[src/rtl/apb4_sram_bridge_pkg.sv]
// ----------------------------------------------------------------------------
// apb4_sram_bridge_pkg
// Shared types and constants for the APB4-to-SRAM bridge:
//   state_t     - bridge FSM state encoding (IDLE = 0)
//   RD_LAT_MAX  - largest supported SRAM read latency
//   clog2()     - ceiling log2, used to size the read-latency counter
//   CNT_W       - read-latency counter width
// ----------------------------------------------------------------------------
package apb4_sram_bridge_pkg;

  typedef enum logic [2:0] {
    ST_IDLE    = 3'd0,
    ST_RD      = 3'd1,
    ST_RD_WAIT = 3'd2,
    ST_WR      = 3'd3,
    ST_RESP    = 3'd4,
    ST_WAIT    = 3'd5
  } state_t;

  localparam int RD_LAT_MAX = 8;

  function automatic int clog2(input int value);
    int r;
    r = 0;
    while ((1 << r) < value) r++;
    return r;
  endfunction

  // Counter holds RD_LAT-1, at most RD_LAT_MAX-1.
  localparam int CNT_W = clog2(RD_LAT_MAX);

endpackage

[src/rtl/apb4_sram_bridge_rd_lat_cnt.sv]
// ----------------------------------------------------------------------------
// sram_rd_lat_cnt
// Load/decrement down-counter timing the SRAM read latency.
// Ports:
//   clk     in   clock
//   reset   in   synchronous active-high reset
//   i_load  in   load RD_LAT-1 (issued in the SRAM enable cycle)
//   i_dec   in   decrement, saturating at zero
//   o_zero  out  counter is at terminal count
// ----------------------------------------------------------------------------
module sram_rd_lat_cnt
  import apb4_sram_bridge_pkg::*;
#(
  parameter int RD_LAT = 1
) (
  input  logic clk,
  input  logic reset,
  input  logic i_load,
  input  logic i_dec,
  output logic o_zero
);

  logic [CNT_W-1:0] r_cnt;

  always_ff @(posedge clk) begin
    if (reset) begin
      r_cnt <= '0;
    end else if (i_load) begin
      r_cnt <= CNT_W'(RD_LAT - 1);
    end else if (i_dec && (r_cnt != '0)) begin
      r_cnt <= r_cnt - CNT_W'(1);
    end
  end

  assign o_zero = (r_cnt == '0);

endmodule

[src/rtl/apb4_sram_bridge.sv]
// ----------------------------------------------------------------------------
// apb4_sram_bridge
// APB4 slave to single-port, word-addressed SRAM bridge with byte strobes,
// configurable SRAM read latency and optional out-of-range slave error.
// Optional feature macro: APB4_SRAM_BRIDGE_SLVERR_EN
//   defined   - paddr >= DEPTH answers with pslverr and no SRAM access
//   undefined - no error; address wraps modulo 2**ADDR_W
// Ports:
//   clk, reset                 clock, synchronous active-high reset
//   psel, penable, pwrite      APB control
//   paddr, pwdata, pstrb       APB word address, write data, byte strobes
//   prdata, pready, pslverr    APB response (prdata is 0 outside pready)
//   addr, en, wr, wdata, wstrb SRAM request (en is a one-cycle pulse)
//   rdata                      SRAM read data, RD_LAT clocks after en
// ----------------------------------------------------------------------------
module apb4_sram_bridge
  import apb4_sram_bridge_pkg::*;
#(
  parameter int DATA_W  = 32,
  parameter int ADDR_W  = 15,
  parameter int PADDR_W = 16,
  parameter int DEPTH   = 2**ADDR_W,
  parameter int RD_LAT  = 1
) (
  input  logic                clk,
  input  logic                reset,
  input  logic                psel,
  input  logic                penable,
  input  logic                pwrite,
  input  logic [PADDR_W-1:0]  paddr,
  input  logic [DATA_W-1:0]   pwdata,
  input  logic [DATA_W/8-1:0] pstrb,
  output logic [DATA_W-1:0]   prdata,
  output logic                pready,
  output logic                pslverr,
  output logic [ADDR_W-1:0]   addr,
  output logic                en,
  output logic                wr,
  output logic [DATA_W-1:0]   wdata,
  output logic [DATA_W/8-1:0] wstrb,
  input  logic [DATA_W-1:0]   rdata
);

  localparam int STRB_W = DATA_W / 8;

  state_t              r_state;
  logic [ADDR_W-1:0]   r_addr;
  logic [DATA_W-1:0]   r_wdata;
  logic [STRB_W-1:0]   r_wstrb;
  logic                r_wr;
  logic                r_err;
  logic                r_en;
  logic [DATA_W-1:0]   r_prdata;
  logic                r_pslverr;
  logic                w_err;
  logic                w_cnt_zero;

`ifdef APB4_SRAM_BRIDGE_SLVERR_EN
  // One extra bit so DEPTH = 2**PADDR_W does not truncate to zero.
  assign w_err = ({1'b0, paddr} >= (PADDR_W + 1)'(DEPTH));
`else
  localparam int unused_depth = DEPTH;
  logic w_unused_paddr;
  assign w_unused_paddr = ^paddr;
  assign w_err          = 1'b0;
`endif

  sram_rd_lat_cnt #(
    .RD_LAT (RD_LAT)
  ) u_rd_lat_cnt (
    .clk    (clk),
    .reset  (reset),
    .i_load (r_state == ST_RD),
    .i_dec  (r_state == ST_RD_WAIT),
    .o_zero (w_cnt_zero)
  );

  always_ff @(posedge clk) begin
    if (reset) begin
      r_state   <= ST_IDLE;
      r_addr    <= '0;
      r_wdata   <= '0;
      r_wstrb   <= '0;
      r_wr      <= 1'b0;
      r_err     <= 1'b0;
      r_en      <= 1'b0;
      r_prdata  <= '0;
      r_pslverr <= 1'b0;
    end else begin
      // Setup phase is captured in every state so a back-to-back setup
      // arriving during WAIT is not lost.
      if (psel && !penable) begin
        r_addr  <= paddr[ADDR_W-1:0];
        r_wdata <= pwdata;
        r_wr    <= pwrite;
        r_wstrb <= pwrite ? pstrb : '0;
        r_err   <= w_err;
      end

      r_en <= 1'b0;

      case (r_state)
        ST_IDLE: begin
          if (psel && penable) begin
            if (r_err) begin
              r_state   <= ST_RESP;
              r_pslverr <= 1'b1;
            end else if (r_wr) begin
              r_state <= ST_WR;
              r_en    <= 1'b1;
            end else begin
              r_state <= ST_RD;
              r_en    <= 1'b1;
            end
          end
        end
        ST_WR:      r_state <= ST_RESP;
        ST_RD:      r_state <= ST_RD_WAIT;
        ST_RD_WAIT: begin
          if (w_cnt_zero) begin
            r_prdata <= rdata;
            r_state  <= ST_RESP;
          end
        end
        ST_RESP: begin
          r_prdata  <= '0;
          r_pslverr <= 1'b0;
          r_state   <= ST_WAIT;
        end
        ST_WAIT: begin
          if (!penable) r_state <= ST_IDLE;
        end
        default: r_state <= ST_IDLE;
      endcase
    end
  end

  assign pready  = (r_state == ST_RESP);
  assign prdata  = r_prdata;
  assign pslverr = r_pslverr;
  assign addr    = r_addr;
  assign en      = r_en;
  assign wr      = r_wr;
  assign wdata   = r_wdata;
  assign wstrb   = r_wstrb;

endmodule

[config.mk]
export PLATFORM = sky130hd
export DESIGN_NAME = apb4_sram_bridge
export DESIGN_NICKNAME = d
export VERILOG_FILES = /design/src/rtl/apb4_sram_bridge_pkg.sv /design/src/rtl/apb4_sram_bridge_rd_lat_cnt.sv /design/src/rtl/apb4_sram_bridge.sv
export SDC_FILE = /design/constraint.sdc
export NUM_CORES = 1
export LEC_CHECK = 0
export CAP_MARGIN = 10
export CORE_MARGIN = 5
export CORE_UTILIZATION = 44
export DETAILED_ROUTE_END_ITERATION = 10
export DONT_BUFFER_PORTS = 1
export SLEW_MARGIN = 15
export SYNTH_ARGS = -nofsm -noshare
export SYNTH_HDL_FRONTEND = slang
export SYNTH_SLANG_ARGS = --single-unit
[constraint.sdc]
create_clock -name clk -period 2.25 [get_ports clk]
set_input_delay 0.45 -clock clk [delete_from_list [all_inputs] [get_ports clk]]
set_output_delay 0.45 -clock clk [all_outputs]
set_load 0.05 [all_outputs]
======== Word level (Yosys, flattened, before mapping) ========
Index checks and enable logic that the tools add are counted.
W data, S select, Z words.
word-level totals
  bits in registers ....................... 92
  input bits .............................. 89
  output and inout port bits .............. 87
  logic and storage cells ................. 43
cells by class
  add/subtract/negate cells ............... 1
  equal/unequal tests ..................... 8
  mux-type cells .......................... 9
  bitwise gates (word level) .............. 2
  reduce and logical (&&, ||, !) cells .... 14
operators by type and width
  operator               count
  $pmux W32 S2           1
  $mux W32               1
  $pmux W3 S6            1
  $mux W3                3
  $eq A3 B2 Y1 const B   2
  $eq A3 B3 Y1 const B   2
  $logic_not A3 Y1       2
  $ne A2 B2 Y1 const B   3
  $reduce_and A3 Y1      2
  $mux W4                1
  $reduce_bool A2 Y1     2
  $eq A3 B1 Y1 const B   1
  $logic_and A1 B1 Y1    3
  $reduce_bool A3 Y1     1
  $reduce_or A3 Y1       1
  $sub A3 B1 Y3 const B  1
  $mux W2                1
  $not A1 Y1             2
  $reduce_and A2 Y1      1
  $reduce_or A2 Y1       1
  $logic_not A1 Y1       1
  $mux W1                1

======== Logic depth before layout (Yosys ltp) ========
Gate-level depths: netlist of run 1.
  word-level depth ........................ 3
  mapped depth ............................ 7
  gate-level depth less buffers ........... 6

======== Hierarchy ========
From an unflattened synthesis of run 1, not the netlist that was laid out.
second synthesis, totals
  cell total of the unflattened synthesis .. 373
  area total of the unflattened synthesis .. 3,231.8 um^2
by module, submodules not included
  module            instances  cells each  area each (um^2)  seq. area each (um^2)
  apb4_sram_bridge  1          358         3,075.4           1,761.7
  sram_rd_lat_cnt   1          15          156.4             60.1

======== Least setup slack after synthesis of run 1 ========
Ideal clock, no wire load.
  kind .................................... register to register
  start point ............................. register r_state[1]
  end point ............................... register r_prdata[10], in the netlist prdata[10]
  library setup time ...................... 0.117 ns
  arrival ................................. 1.813 ns
  required time ........................... 2.133 ns
  slack ................................... 0.320 ns
  stages on the path, launching flop included .. 6
  path buffers ............................ 2
  clock period less this slack ............ 1.930 ns
  path through ............................ dfxtp_1 > buf_4 > nor3b_2 > nor3_4 > buf_6 > a22o_2
between the ends
  cells in the longest elaborated chain, start to end .. 3
  elaborated cells on any way between the ends .. 6
  those cells by class .................... eq/ne: 3; mux: 1; reduce/logical: 2
RTL lines
  item                          RTL line                 RTL
  start, declared               apb4_sram_bridge.sv:46   state_t r_state;
  start signal, assigned        apb4_sram_bridge.sv:80   r_state <= ST_IDLE;
  start signal, assigned        apb4_sram_bridge.sv:106  r_state <= ST_RESP;
  start signal, assigned        apb4_sram_bridge.sv:109  r_state <= ST_WR;
  $eq A3 B3 Y1 *                -
  via pready                    apb4_sram_bridge.sv:34   output logic pready,
  $reduce_bool A2 Y1 (no line)  -
  $reduce_and A2 Y1 (no line)   -
  end signal, assigned          apb4_sram_bridge.sv:121  r_prdata <= rdata;
  end, declared                 apb4_sram_bridge.sv:53   logic [DATA_W-1:0] r_prdata;
Mark *: on every way through the listed nets, which the timed path passes. The rest lies on a longest branch.
A chain may end at the register's enable or synchronous reset.

======== Final worst setup path of run 1 ========
  start point ............................. register r_state[2]
  end point ............................... output pready
between the ends
  cells in the longest elaborated chain, start to end .. 1
RTL lines
  item           RTL line                 RTL
  $eq A3 B3 Y1   apb4_sram_bridge.sv:138  assign pready = (r_state == ST_RESP);
  end, declared  apb4_sram_bridge.sv:34
No other way between the ends.

==> flow_summary_export.csv, run 1 <==
group,metric,value,unit
critical_path,rrSetupSlack,0.39,ns
clocking,cts_root_buf,"clkbuf_8",
critical_path,ff2ff_path_depth,7,
finish,area_growth,7.459,%
die,io_pins,176,
job,drv_cap,0,
pwr,p_per_area,964.6,nW/µm²
routing,first_pass_iters,8,
routing,drtIter0Drc,55,
synth,synth_seq_cells,91,
grt,antenna_found_initial,0,
routing,via_per_inst,5.176,
synth,synth_compound_area_share,17.19,%
clocking,postCtsSetupBuffers,0,
sta,fin_setup_tns,0,ns
die,start_util,45.11,%
routing,drc_errors,0,
pwr,vdd.ir_drop.worst,379.0,µV
placement,dp.cells,444,
clocking,clock_latency,0.35,ns
sta,rsz0062_at_grt,"false",
critical_path,crit_type,"reg -> out",
critical_path,worstPathCellList,"nor3b_2, buf_4",
sta,fin_crit,1.976,ns
critical_path,arrival,1.53,ns
synth,async_flop_share,0,%
die,die-area,9216,µm²
placement,dp_hpwl,5.365,mm
critical_path,cp-startpoint,"r_state[2]",
routing,wl_per_cell,16.43,µm
sta,setup_viol,0,
pwr,power.leakage,0.001239,µW
sta,max_clock_freq,506.1,MHz
grt,grt.overflow.total,0,
grt,grt_pass1_vias,2323,
synth,syn-mean-instance-area,8.819,µm²
critical_path,start_kind,"flop",
clocking,clock_sink_count,91,
sta,finalHoldViolCount,0,
finish,drive_gt1_share,10.80,%
finish,diodes,0,
finish,final_cells,460,
routing,wirelength,7.557,mm
clocking,clk_pin_slew_worst_paths,0.08,ns
finish,final_cell_mix,"128 x nand2_1, 91 x dfxtp_1, 65 x a21oi_1, 11 x clkbuf_8, 10 x a22o_2",
finish,nets,447,
critical_path,r2r-start,"u_rd_lat_cnt.r_cnt[0]",
synth,syn_inst,369,
finish,final_cell_area,3497,µm²
run_status,status,"complete, no violations",
placement,gp_congestion,0.6905,
synth,synth_area,3254,µm²
sta,finalClockSkew,0.01066,ns
placement,placed_area,3286,µm²
sta,worst_pin_slew,0.6023,ns
synth,synth_ff_type,"dfxtp_1",
synth,yosys.area_share.adder,0.7689,%
critical_path,r2r_end,"prdata[21]",
clocking,clock_path_buffers,2,
grt,grt_pass1_wl,11.39,mm
clocking,cts_tree,"done",
sta,slew_viol_final,0,
critical_path,cp-endpoint,"pready",
critical_path,cp_slowest_cell,"dfxtp_1",
sta,whs,0.1826,ns
critical_path,crit_fanout,10,
synth,synth-xor-area-share,0.2691,%
synth,yosysWarnings,0,
clocking,cts_inserted_buffers,9,
hold_path,min_path_type,"in -> reg",
routing,vias,2381,
clocking,cts_resized,0,
finish,final_common_cell,"nand2_1",
critical_path,endpoint_kind,"output pin",
grt,gr-usage-all-layers,15.93,%
synth,synth-edff-count,0,
sta,post-route-period-util,87.82,%
critical_path,cp.required,1.80,ns
sta,relSlewSlack,59.79,%
clocking,htreeDepth,3,
die,die_height,96,µm
synth,synth_top_family_by_area,"simple AND/OR/NAND/NOR gates",
clocking,cts-hold-fix-buffers,0,
synth,ys_seq_area_share,55.98,%
grt,grt_max_degree,61,
synth,syn-num-nets,460,
die,die_w,96,µm
routing,ant_nets,0,
synth,synth-simple-area-share,20.88,%
placement,dpl_worst_slack,0.4012,ns
critical_path,slowest_delay,0.53,ns
sta,setup_ws,0.2740,ns
die,core,7214,µm²
synth,muxShareOfSynthArea,0,%
die,fp-row-count,31,
placement,port-buffer-count,0,
synth,yosys.cell_types.count,32,
-- power breakdown --
part | internal [µW] | switching [µW]
combinational | 95.7 | 128
clock | 578 | 543
sequential | 1690 | 337
total | 2370 | 1010
-- per-stage QoR --
stage               utilization [%]  total power, µW
CTS                           48.47             3428
detailed placement            45.54             2298
floorplan                         -             2267
global route                  48.47             3558
finish                        48.47             3373
global placement              45.54             2289
-- cell usage after synthesis (3+ instances only) --
cell        n  area share (%)
buf_2      11             1.7
a22o_1      9             2.4
clkbuf_1   10             1.2
dfxtp_1    91              56
a22o_2     10             3.1
nand2_1   128              15
nor3_1      3            0.46
buf_4       3            0.69
nor2_1      5            0.58
nand3_1     4            0.62
inv_1       3            0.35
a21oi_1    65              10
-- worst max-delay path, delay by kind of cell (launching register included) --
kind / cells / cell delay (ns)
DFF: 1 / 0.53
buffers and inverters: 1 / 0.27
and+or+nand+nor: 1 / 0.38
-- flip-flops by register name (all words and copies together) (netlist names) --
name	flops
wdata	32
en	1
wstrb	4
wr	1
prdata	32
r_state	3
addr	15
u_rd_lat_cnt.r_cnt	3
-- routing by layer --
metal,share of wire (%),up-vias,global-route usage (%)
li1,-,1194,-
met5,0,-,0
met3,15,4,9.148
met2,46,121,25.01
met4,0.74,0,6.043
met1,38,1062,17.82
-- how the worst min path moves through the flow --
stage / endpoint / cells after the start / startpoint
2_1_floorplan: u_rd_lat_cnt.r_cnt[1] / 2 / u_rd_lat_cnt.r_cnt[1]
3_3_place_gp: u_rd_lat_cnt.r_cnt[1] / 2 / u_rd_lat_cnt.r_cnt[1]
3_5_place_dp: u_rd_lat_cnt.r_cnt[2] / 2 / u_rd_lat_cnt.r_cnt[2]
4_1_cts: wdata[9] / 1 / reset
5_1_grt: wdata[8] / 1 / reset
6_report: wdata[17] / 1 / reset
-- logic make-up (layout without fill, tap and decap cells) --
logic type	count (synthesis)	count (layout)
other	1	1
adders and majority gates	2	2
AOI/OAI and AO/OA	91	91
xor gates and xnor gates	1	1
buffers and inverters	31	23
and+or+nand+nor	152	152
DFF	91	91
-- final cells by class --
type / count / area [µm²]
fillers: 741 / 3717
flip-flops and latches: 91 / 1822
multi-input cells: 247 / 1286
clock buffers: 11 / 151.4
well taps: 99 / 123.9
clock inverters: 5 / 60.06
repair buffers: 4 / 42.54
inverters: 3 / 11.26
Power figures use the tool's default switching activity.
==> run 2, diff against run 1 <==
Settings changed: CORE_UTILIZATION 44 to 55, PLACE_DENSITY set to 0.7.
==> flow_summary_export.csv, run 2 (synthesis gave the netlist of run 1 again) <==
group,metric,value,unit
run_status,status,"complete, no violations",
sta,rsz0062_at_grt,"false",
pwr,p_clk_share,34.3,%
clocking,cts_tree,"done",
routing,ant_nets,0,
clocking,cts-hold-fix-buffers,0,
pwr,switchingPower,1015,µW
die,die_height,86.92,µm
routing,first_pass_iters,4,
finish,area_growth,6.690,%
placement,dpl_worst_slack,0.3906,ns
routing,wl_met3,1.004,mm
critical_path,arrival,1.52,ns
routing,wl_met2,3.342,mm
grt,grt_pass1_vias,2181,
die,io_pins,176,
critical_path,start_kind,"flop",
routing,drc_errors,0,
pwr,power.leakage,0.001234,µW
placement,dp.cells,420,
sta,setup_ws,0.2792,ns
finish,diodes,0,
pwr,seqPwrFrac,59.1,%
sta,finalClockSkew,0.01131,ns
finish,multi_input_area,1286,µm²
critical_path,slowest_delay,0.54,ns
sta,post-route-period-util,87.59,%
sta,slew_viol_final,0,
finish,final_cell_mix,"128 x nand2_1, 91 x dfxtp_1, 65 x a21oi_1, 10 x a22o_2",
die,fp-row-count,28,
die,die_w,86.92,µm
sta,finalHoldViolCount,0,
placement,gp_congestion,0.7162,
hold_path,min_path_type,"in -> reg",
clocking,cts_resized,0,
routing,drtIter0Drc,110,
sta,setup_viol,0,
pwr,p_sw_share,29.59,%
routing,dr.max_layer_used,"met4",
sta,fin_crit,1.971,ns
grt,grt_pass1_wl,11.03,mm
routing,wl_per_cell,16.71,µm
clocking,cts_root_buf,"clkbuf_8",
critical_path,crit_type,"reg -> out",
routing,vias,2365,
placement,dp_hpwl,5.052,mm
grt,antenna_found_initial,0,
finish,nets,447,
critical_path,endpoint_kind,"output pin",
finish,final_cells,436,
clocking,clock_latency,0.34,ns
clocking,htreeDepth,3,
grt,grt_max_degree,61,
sta,worst_pin_slew,0.5731,ns
clocking,clock_sink_count,91,
critical_path,cp.required,1.80,ns
die,core,5851,µm²
placement,port-buffer-count,0,
routing,via_per_inst,5.424,
clocking,cts_inserted_buffers,9,
finish,seq_area,1822,µm²
routing,wirelength,7.287,mm
critical_path,cp_slowest_cell,"dfxtp_1",
pwr,power.internal,2416,µW
critical_path,crit_fanout,10,
sta,max_clock_freq,507.4,MHz
grt,grt.overflow.total,0,
sta,fin_setup_tns,0,ns
pwr,combPwrFrac,6.5,%
clocking,clk_pin_slew_worst_paths,0.09,ns
die,die-area,7555,µm²
sta,relSlewSlack,61.74,%
finish,drive_gt1_share,10.53,%
finish,fill_cells,519,
grt,gr-usage-all-layers,18.55,%
clocking,postCtsSetupBuffers,0,
critical_path,worstPathCellList,"nor3b_2, buf_4",
finish,final_common_cell,"nand2_1",
sta,whs,0.1714,ns
pwr,p_per_area,988.2,nW/µm²
routing,wl_met1,2.832,mm
pwr,total_power,3431,µW
job,drv_cap,0,
pwr,vdd.ir_drop.worst,503.4,µV
die,start_util,55.62,%
clocking,clock_path_buffers,2,
-- run 2: metal layers --
| metal | up-vias | track usage [%] |
|---|---|---|
| li1 | 1192 | - |
| met1 | 1050 | 23.23 |
| met2 | 112 | 27.61 |
| met3 | 11 | 7.947 |
| met4 | 0 | 8.499 |
| met5 | - | 0 |
-- run 2: power by group through the flow --
stage | clock network [µW] | registers [µW] | logic [µW]
6_report | 1180 | 2030 | 225
5_1_grt | 1290 | 2040 | 256
4_1_cts | 1220 | 2030 | 227
3_5_place_dp | 0 | 2070 | 227
3_3_place_gp | 0 | 2070 | 218
2_1_floorplan | 0 | 2030 | 233
-- run 2: per-stage QoR --
stage	util, %	area [µm²]
floorplan	-	3254
global placement	55.65	3256
detailed placement	55.65	3256
CTS	59.35	3472
global route	59.35	3472
finish	59.35	3472
-- run 2: path summary, 6_finish.rpt --
kind,end,slack (ns),depth (start not counted),startpoint
max,pready,0.28,2,r_state[2]
min,wdata[18],0.17,1,reset
max reg2reg,prdata[24],0.37,7,u_rd_lat_cnt.r_cnt[0]
min reg2reg,u_rd_lat_cnt.r_cnt[2],0.50,2,u_rd_lat_cnt.r_cnt[2]
-- run 2: area by class of cell --
class	count	share of cell area, %
Inverter	3	0.3243
Sequential cell	91	52.47
Clock buffer	10	3.676
Multi-Input combinational cell	247	37.04
Clock inverter	6	2.559
Tap cell	75	2.703
Timing Repair Buffer	4	1.225
-- run 2: worst max-delay path, delay by kind of cell (launching register included) --
family	cells	cell delay [ns]
buffers and inverters	1	0.27
flip-flops	1	0.54
AND/OR/NAND/NOR	1	0.38
